==> config.mk <==
export PLATFORM = sky130hd
export DESIGN_NAME = fetch_sequencer
export DESIGN_NICKNAME = d
export VERILOG_FILES = /design/src/rtl/fetch_sequencer.sv
export SDC_FILE = /design/constraint.sdc
export NUM_CORES = 1
export LEC_CHECK = 0
export ABC_AREA = 1
export BUFFER_PORTS_ARGS = -buffer_cell sky130_fd_sc_hd__buf_2
export CAP_MARGIN = 0
export CORE_AREA = 2 2 155 157
export DETAILED_ROUTE_END_ITERATION = 6
export DIE_AREA = 0 0 157 159
export HOLD_SLACK_MARGIN = 0.12
export PLACE_DENSITY = 0.87
export SLEW_MARGIN = 20
export SYNTH_ARGS = -nofsm -noshare
export SYNTH_HDL_FRONTEND = slang
export SYNTH_SLANG_ARGS = --single-unit
==> constraint.sdc <==
create_clock -name clock -period 10.41 [get_ports clock]
set_clock_uncertainty 0.1 [all_clocks]
set_input_delay 2.082 -clock clock [delete_from_list [all_inputs] [get_ports clock]]
set_output_delay 2.082 -clock clock [all_outputs]
set_load 0.03 [all_outputs]
==> src/rtl/fetch_sequencer.sv <==
// fetch_sequencer: instruction fetch FSM feeding a DEPTH-entry FIFO of {pc, instruction}
//   clock, reset_n         : rising-edge clock, asynchronous active-low reset
//   start, halt            : begin fetching at BOOT_ADDR / stop fetching and drain the buffer
//   redirect_valid/_addr   : taken branch target; a misaligned target is a sticky error
//   mem_addr, mem_data     : instruction memory port (mem_data is combinational for mem_addr)
//   inst_valid/_ready      : downstream handshake; inst_out/inst_pc show the oldest entry
//   busy, misaligned       : not IDLE / sticky misaligned-redirect flag
//   fetch_count/stall_count: performance counters, present only with FETCH_SEQ_PERF_EN
module fetch_sequencer #(
  parameter logic [63:0] BOOT_ADDR  = 64'd0,
  parameter logic [63:0] LIMIT_ADDR = 64'd600,
  parameter int          DEPTH      = 2
) (
  input  logic        clock,
  input  logic        reset_n,
  input  logic        start,
  input  logic        halt,
  input  logic        redirect_valid,
  input  logic [63:0] redirect_addr,
  output logic [63:0] mem_addr,
  input  logic [31:0] mem_data,
  output logic        inst_valid,
  input  logic        inst_ready,
  output logic [31:0] inst_out,
  output logic [63:0] inst_pc,
  output logic        busy,
  output logic        misaligned,
  output logic [31:0] fetch_count,
  output logic [31:0] stall_count
);
  localparam int PW = $clog2(DEPTH);
  localparam int CW = $clog2(DEPTH + 1);
  typedef enum logic [1:0] {IDLE, FETCH, DRAIN, ERROR} state_t;
  state_t state_q, state_d;
  logic [63:0] pc_q, pc_d;
  logic [CW-1:0] count_q, count_d;
  logic [PW-1:0] rd_q, wr_q;
  logic [63:0] pc_buf [DEPTH];
  logic [31:0] ins_buf [DEPTH];
  logic pop, push, flush, mis_d;
  function automatic logic [PW-1:0] nxt(input logic [PW-1:0] p);
    return p == PW'(DEPTH - 1) ? '0 : p + 1'b1;
  endfunction
  assign pop = inst_valid & inst_ready;
  always_comb begin
    state_d = state_q;
    pc_d = pc_q;
    push = 1'b0;
    flush = 1'b0;
    mis_d = misaligned;
    case (state_q)
      IDLE: if (start) begin
        state_d = FETCH;
        pc_d = BOOT_ADDR;
        flush = 1'b1;
      end
      FETCH: if (redirect_valid) begin
        flush = 1'b1;
        if (redirect_addr[1:0] == 2'b00) pc_d = redirect_addr;
        else begin
          mis_d = 1'b1;
          state_d = ERROR;
        end
      end else if (halt) state_d = DRAIN;
      else if (count_q < CW'(DEPTH) || pop) begin
        push = 1'b1;
        pc_d = pc_q + 64'd4;
        if (pc_d >= LIMIT_ADDR) state_d = DRAIN;
      end
      DRAIN: if (count_q == '0 || (count_q == CW'(1) && pop)) state_d = IDLE;
      default: ;
    endcase
    count_d = flush ? '0 : count_q + CW'(push) - CW'(pop);
  end
  always_ff @(posedge clock or negedge reset_n)
    if (!reset_n) begin
      state_q <= IDLE;
      pc_q <= BOOT_ADDR;
      count_q <= '0;
      rd_q <= '0;
      wr_q <= '0;
      misaligned <= 1'b0;
    end else begin
      state_q <= state_d;
      pc_q <= pc_d;
      count_q <= count_d;
      misaligned <= mis_d;
      rd_q <= flush ? '0 : pop ? nxt(rd_q) : rd_q;
      wr_q <= flush ? '0 : push ? nxt(wr_q) : wr_q;
    end
  always_ff @(posedge clock)
    if (push) begin
      pc_buf[wr_q] <= pc_q;
      ins_buf[wr_q] <= mem_data;
    end
  assign inst_valid = count_q != '0;
  assign inst_out = inst_valid ? ins_buf[rd_q] : '0;
  assign inst_pc = inst_valid ? pc_buf[rd_q] : '0;
  assign busy = state_q != IDLE;
  assign mem_addr = pc_q;
`ifdef FETCH_SEQ_PERF_EN
  always_ff @(posedge clock or negedge reset_n)
    if (!reset_n) begin
      fetch_count <= '0;
      stall_count <= '0;
    end else begin
      if (push && ~&fetch_count) fetch_count <= fetch_count + 32'd1;
      if (state_q == FETCH && inst_valid && !inst_ready && ~&stall_count) stall_count <= stall_count + 32'd1;
    end
`else
  assign fetch_count = '0;
  assign stall_count = '0;
`endif
endmodule

==> results.toml, run 1 <==
[worst_setup_path]
cp_slowest_stage_delay_ns = 0.77
arrival_ns = 5.55
cp_top_family = "buffers and inverters"
crit_slowest_cell = "buf_2"
critical_path_class = "in -> reg"
worstReg2RegStart = "mem_addr[2]"
worst-path-buf-inv = 3
reg2regPathDepth = 16
startpoint_type = "input port"
cp_cell_sequence = "buf_2, inv_2, nor2_1, o21ai_0, nor3b_1, nand2_1, inv_2, nor2_1, a31oi_1"
r2r_slack_ns = 7.36
critPathMaxFanout = 69
setup.worst_path.end_class = "flip-flop"
worstReg2RegEnd = "state_q[0]"
worst_ep_required_time_ns = 10.67

[sta]
hold_ws_ns = 0.378
finalSetupViolations = 0
rsz0062_at_grt = "false"
fin_crit_sh = 0.508
final.setup.tns_ns = 0
fmax_ghz = 0.189
worst_slack_ns = 5.12
min_period_ns = 5.29
finalMaxSlewViolations = 0
tightest_slew_ns = 1.15
slew-limit-headroom = 0.232
hold_viol = 0

[placed_design]
placed_cell_area_mm2 = 0.0146
place_congestion = 0.958
hpwlAfterDp_um = 26800
portBuffers = 264
dp_slack_ns = 4.39
dp.cells = 2048

[global_route]
gr-total-overflow = 0
grt_use_total = 0.298
grt_pass1_vias = 10800
grt_max_degree = 99
grt_pass1_wl_um = 58200
antenna_found_initial = 3

[detailed_routing]
wire_per_inst_um = 18.2
dr.pass1.iters = 5
routed_wl_um = 38200
antenna_left = 0
viasPerCell = 5.52
initialDrtViolationCount = 1234
drc = 0
dr_total_vias = 11600

[floorplan]
io_pins = 329
rows = 56
die_area_mm2 = 0.0250
die_x_um = 157
initial_core_util = 0.571
die_h_um = 159
fp.coreArea_mm2 = 0.0232

[cells_and_area]
seq_area_mm2 = 0.00755
syn_to_final_growth_pct = 16.9
fin_nets = 1866
multi_input_area_mm2 = 0.00484
fillCellCount = 1875
utilization = 0.667
drive_gt1_frac = 0.195
final_common_cell = "nand2_1"
final_cell_mix = "466 x nand2_1, 264 x buf_2, 192 x edfxtp_1"
design_area_mm2 = 0.0155
stdcell_count = 2103

[clocking]
cts_buffers = 27
clock_path_buffers = 3
ctsHtreeMaxLevel = 1
clock_latency_ns = 0.55
hold_buffers = 0
clk_pin_slew_ns = 0.06
cts_tree = "yes"
cts_post_setup_buffers_inserted = 0
cts_resized = 0
cts-root-buf = "clkbuf_16"
cts_num_sinks = 263

[logic_synthesis]
synth_top_cell_area_share = 0.435
synth.avg_cell_area_um2 = 8.74
synth_area_mm2 = 0.0132
yosysUniqueCellTypes = 36
ys_seq_elements = 263
seq_area_frac_synth = 0.570
syn_inst = 1515
ys_top_cells_by_area = "edfxtp_1 44%, dfrtp_1 13%, nand2_1 13%, nor2_1 4.9%, a21oi_1 4.2%"
synth_area_leader_cell = "edfxtp_1"
ys_warn_count = 0

[power]
ir_drop_v = 0.000200
p_switching_mw = 1.95
total_power_mw = 4.27
netSwitchingFraction = 0.457
clockPowerShare = 0.214
p_int_mw = 2.32
combPwrFrac = 0.412
pwr_density_cell_mw_per_mm2 = 276
pwr-share-seq = 0.374
p_leak_nw = 6.61

[outcome]
outcome = "completed"

[worst_hold_path]
holdCritStartpoint = "misaligned"
hold_class = "reg -> reg"
whs_endpoint = "misaligned"
worstHoldPathCells = 2

[job]
drv_cap = 0
==> worst min-delay path: stages, from the launching register on <==
cell and delay (ns):
dfrtp_1 0.34, inv_1 0.05, nand2_1 0.05
==> power groups by stage <==
stage	Combinational, mW	Clock, mW	Sequential [mW]
floorplan	1.14	0	1.66
global placement	1.69	0	1.61
detailed placement	1.73	0	1.61
CTS	1.74	0.922	1.59
global route	1.90	0.968	1.62
finish	1.76	0.913	1.60
==> state kept, by name, summed over array words and instances (netlist names) <==
register	flops
rd_q	1
ins_buf	64
wr_q	1
state_q	2
mem_addr	64
count_q	2
misaligned	1
pc_buf	128
==> routing by layer <==
layer,wire length (um),track usage,vias to the layer above
met5,13,0,-
met4,1400,0.112,2
met3,3300,0.0422,91
met2,18300,0.483,622
met1,15200,0.410,5457
li1,-,-,5441
==> kinds of logic after synthesis <==
logic type,count (synthesis),synth area share
AND/OR/NAND/NOR,754,0.234
flip-flops,263,0.570
AO/OA/AOI/OAI,249,0.100
buffers and inverters,232,0.0840
XOR/XNOR,12,0.00794
adder cells (fa/ha/maj),4,0.00378
other,1,0.000283
==> how the worst max path moves through the flow <==
stage                        start       endpoint  cells past startpoint  slack [ns]
global route        redirect_valid   mem_addr[63]                     10        4.85
finish              redirect_valid    mem_addr[6]                      9        5.12
floorplan           redirect_valid  ins_buf[1][0]                      6        2.96
global placement    redirect_valid    mem_addr[5]                      9        4.60
detailed placement  redirect_valid   mem_addr[20]                      9        4.39
CTS                 redirect_valid   mem_addr[20]                      9        4.95
==> synth_stat cells <==
| master | count |
|---|---|
| nor3b_1 | 2 |
| nor4_1 | 1 |
| nand2_4 | 1 |
| nor2_8 | 1 |
| inv_2 | 5 |
| o21ai_0 | 72 |
| inv_1 | 108 |
| nand4_1 | 19 |
| o211ai_1 | 3 |
| nor3_2 | 1 |
| or2_2 | 1 |
| ha_1 | 4 |
| buf_1 | 4 |
| dfrtp_1 | 71 |
| nand3_1 | 54 |
| edfxtp_1 | 192 |
| o21ai_1 | 6 |
| nand3b_1 | 1 |
| a21oi_1 | 112 |
| nand2_1 | 466 |
| nor2_2 | 10 |
| conb_1 | 1 |
| nor2_1 | 174 |
| buf_4 | 64 |
| buf_2 | 1 |
| and3_1 | 1 |
| a31oi_1 | 2 |
| nand3_2 | 1 |
| nor2_4 | 7 |
| xnor2_1 | 2 |
| xor2_1 | 10 |
| o22ai_1 | 53 |
| clkbuf_1 | 50 |
| nand2_2 | 5 |
| a22oi_1 | 1 |
| nor3_1 | 9 |
==> final cells by class <==
| class | count | area share |
|---|---|---|
| Sequential cell | 263 | 0.488 |
| Multi-Input combinational cell | 1083 | 0.313 |
| Timing Repair Buffer | 272 | 0.0918 |
| Clock buffer | 36 | 0.0471 |
| Inverter | 113 | 0.0275 |
| Tap cell | 319 | 0.0258 |
| Clock inverter | 13 | 0.00639 |
| Antenna cell | 4 | 0.000647 |
No activity file was read; power rests on OpenSTA's default activity.
==> run 2: changes to the inputs <==
--- a/config.mk
+++ b/config.mk
@@ -5,14 +5,14 @@
 export SDC_FILE = /design/constraint.sdc
 export NUM_CORES = 1
 export LEC_CHECK = 0
-export ABC_AREA = 1
+export ABC_AREA = 0
 export BUFFER_PORTS_ARGS = -buffer_cell sky130_fd_sc_hd__buf_2
 export CAP_MARGIN = 0
-export CORE_AREA = 2 2 155 157
+export CORE_AREA = 2 2 169 171
 export DETAILED_ROUTE_END_ITERATION = 6
-export DIE_AREA = 0 0 157 159
+export DIE_AREA = 0 0 171 173
 export HOLD_SLACK_MARGIN = 0.12
-export PLACE_DENSITY = 0.87
+export PLACE_DENSITY = 0.78
 export SLEW_MARGIN = 20
 export SYNTH_ARGS = -nofsm -noshare
 export SYNTH_HDL_FRONTEND = slang
==> constraint.sdc (replaced) <==
create_clock -name clock -period 4.75 [get_ports clock]
set_clock_uncertainty 0.1 [all_clocks]
set_input_delay 0.95 -clock clock [delete_from_list [all_inputs] [get_ports clock]]
set_output_delay 0.95 -clock clock [all_outputs]
set_load 0.03 [all_outputs]
==> results.toml, run 2 <==
[placed_design]
hpwlAfterDp_um = 26600
placed_cell_area_mm2 = 0.0148
place_congestion = 0.950
dp.cells = 1833
portBuffers = 264
dp_slack_ns = 0.711

[floorplan]
die_x_um = 171
die_h_um = 173
initial_core_util = 0.485
die_area_mm2 = 0.0296
io_pins = 329
fp.coreArea_mm2 = 0.0276
rows = 61

[clocking]
cts-root-buf = "clkbuf_16"
clock_path_buffers = 3
clk_pin_slew_ns = 0.06
cts_resized = 0
clock_latency_ns = 0.56
hold_buffers = 0
ctsHtreeMaxLevel = 1
cts_tree = "yes"
cts_post_setup_buffers_inserted = 0
cts_num_sinks = 263
cts_buffers = 28

[detailed_routing]
routed_wl_um = 37700
antenna_left = 0
initialDrtViolationCount = 1150
dr_total_vias = 10800
wire_per_inst_um = 20.0
viasPerCell = 5.70
drc = 0
dr.pass1.iters = 6

[worst_setup_path]
arrival_ns = 4.39
critical_path_class = "reg -> reg"
critPathMaxFanout = 11
setup.worst_path.end_class = "flip-flop"
worst_ep_required_time_ns = 5.08
startpoint_type = "flip-flop"

[sta]
final.setup.tns_ns = 0
rsz0062_at_grt = "false"
fin_crit_sh = 0.854
worst_slack_ns = 0.694
hold_ws_ns = 0.390
hold_viol = 0
fmax_ghz = 0.247
finalSetupViolations = 0
finalMaxSlewViolations = 0
slew-limit-headroom = 0.335
min_period_ns = 4.06
tightest_slew_ns = 0.989

[cells_and_area]
stdcell_count = 1887
utilization = 0.570
multi_input_area_mm2 = 0.00520
syn_to_final_growth_pct = 17.5
seq_area_mm2 = 0.00755
fillCellCount = 2387
drive_gt1_frac = 0.230
final_cell_mix = "263 x buf_2, 192 x edfxtp_1, 168 x nor2_1"
fin_nets = 1591
largest_register_ff_count = 128
final_common_cell = "buf_2"
design_area_mm2 = 0.0157
top_register = "pc_buf"

[logic_synthesis]
synth_mux_area_frac = 0.0793
synth_area_mm2 = 0.0134
synthFlopType = "edfxtp_1"
syn_inst = 1255
synth_top_cell_area_share = 0.430
synth_xor_area_frac = 0.0203
yosysUniqueCellTypes = 57
synth.avg_cell_area_um2 = 10.7
synth_top_family_by_area = "simple AND/OR/NAND/NOR gates"
synthSimpleGateAreaFrac = 0.160
async_flop_share = 0.270
synth_common_cells = "192 x edfxtp_1, 171 x nor2_1, 105 x mux2i_1"
ys_top_cells_by_area = "edfxtp_1 43%, dfrtp_1 13%, mux2i_1 7.8%, nor2_1 4.8%, buf_4 3.6%"
ys_warn_count = 0
synth_area_leader_cell = "edfxtp_1"
synthAdderAreaFrac = 0.00374
ys_seq_elements = 263
synth_compound_area_frac = 0.105
seq_area_frac_synth = 0.563
synth_edf_count = 192
synth.most_common_cell = "edfxtp_1"

[global_route]
grt_pass1_wl_um = 57200
gr-total-overflow = 0
grt_pass1_vias = 10000
grt_use_total = 0.246
antenna_found_initial = 2
grt_max_degree = 82

[job]
drv_cap = 0

[power]
p_leak_nw = 6.33
pwr_density_cell_mw_per_mm2 = 630
total_power_mw = 9.91
ir_drop_v = 0.000394

[worst_hold_path]
hold_class = "in -> async"

[outcome]
outcome = "completed"
-- run 2: where the power goes --
| group | total (mW) | switching (mW) | internal, mW | leakage [nW] |
|---|---|---|---|---|
| clock network | 2.14 | 0.900 | 1.24 | 0.432 |
| registers | 3.71 | 0.799 | 2.91 | 2.62 |
| logic | 4.06 | 2.80 | 1.26 | 3.28 |
-- run 2: worst paths after layout --
check | start | end | slack [ns] | cells after the start
setup / recovery | mem_addr[2] | state_q[0] | 0.69 | 10
hold / removal | reset_n | mem_addr[57] | 0.39 | 1
setup reg to reg | mem_addr[2] | state_q[0] | 0.69 | 10
hold reg to reg | misaligned | misaligned | 0.39 | 2
max in group asynchronous | reset_n | mem_addr[29] | 3.09 | 2
min in group clock | misaligned | misaligned | 0.39 | 2
-- run 2: cell type report --
class	count	share of cell area
multi-input combinational	878	0.330
tap	378	0.0300
inverter	24	0.00572
timing repair buffer	290	0.0973
antenna	2	0.000318
sequential	263	0.479
clock buffer	44	0.0496
clock inverter	8	0.00771
-- run 2: logic make-up (layout without fill, tap and decap cells) --
kind of cell / Yosys count / in the layout
other: 1 / 66
and+or+nand+nor: 436 / 436
adders and majority gates: 4 / 4
muxes: 106 / 106
buffers and inverters: 177 / 366
xor gates and xnor gates: 31 / 31
AOI/OAI and AO/OA: 237 / 237
DFF: 263 / 263
-- run 2: critical path, stage by stage, from the launching register on --
cell	delay, ns
dfrtp_1	0.53
ha_1	0.30
and3_1	0.42
nand4_1	0.38
or3_1	0.60
nor3_1	0.30
xnor2_1	0.12
or3_1	0.31
nor4_1	0.56
a21oi_1	0.16
mux2i_1	0.14
-- run 2: layer usage --
metal  wire length [um]  share of wire  track usage  up-vias
li1                   -              -            -     4950
met1              15500           0.41        0.335     5220
met2              18100           0.48        0.402      512
met3               2950          0.078       0.0398       78
met4               1150          0.031       0.0816        0
met5                  0              0            0        -
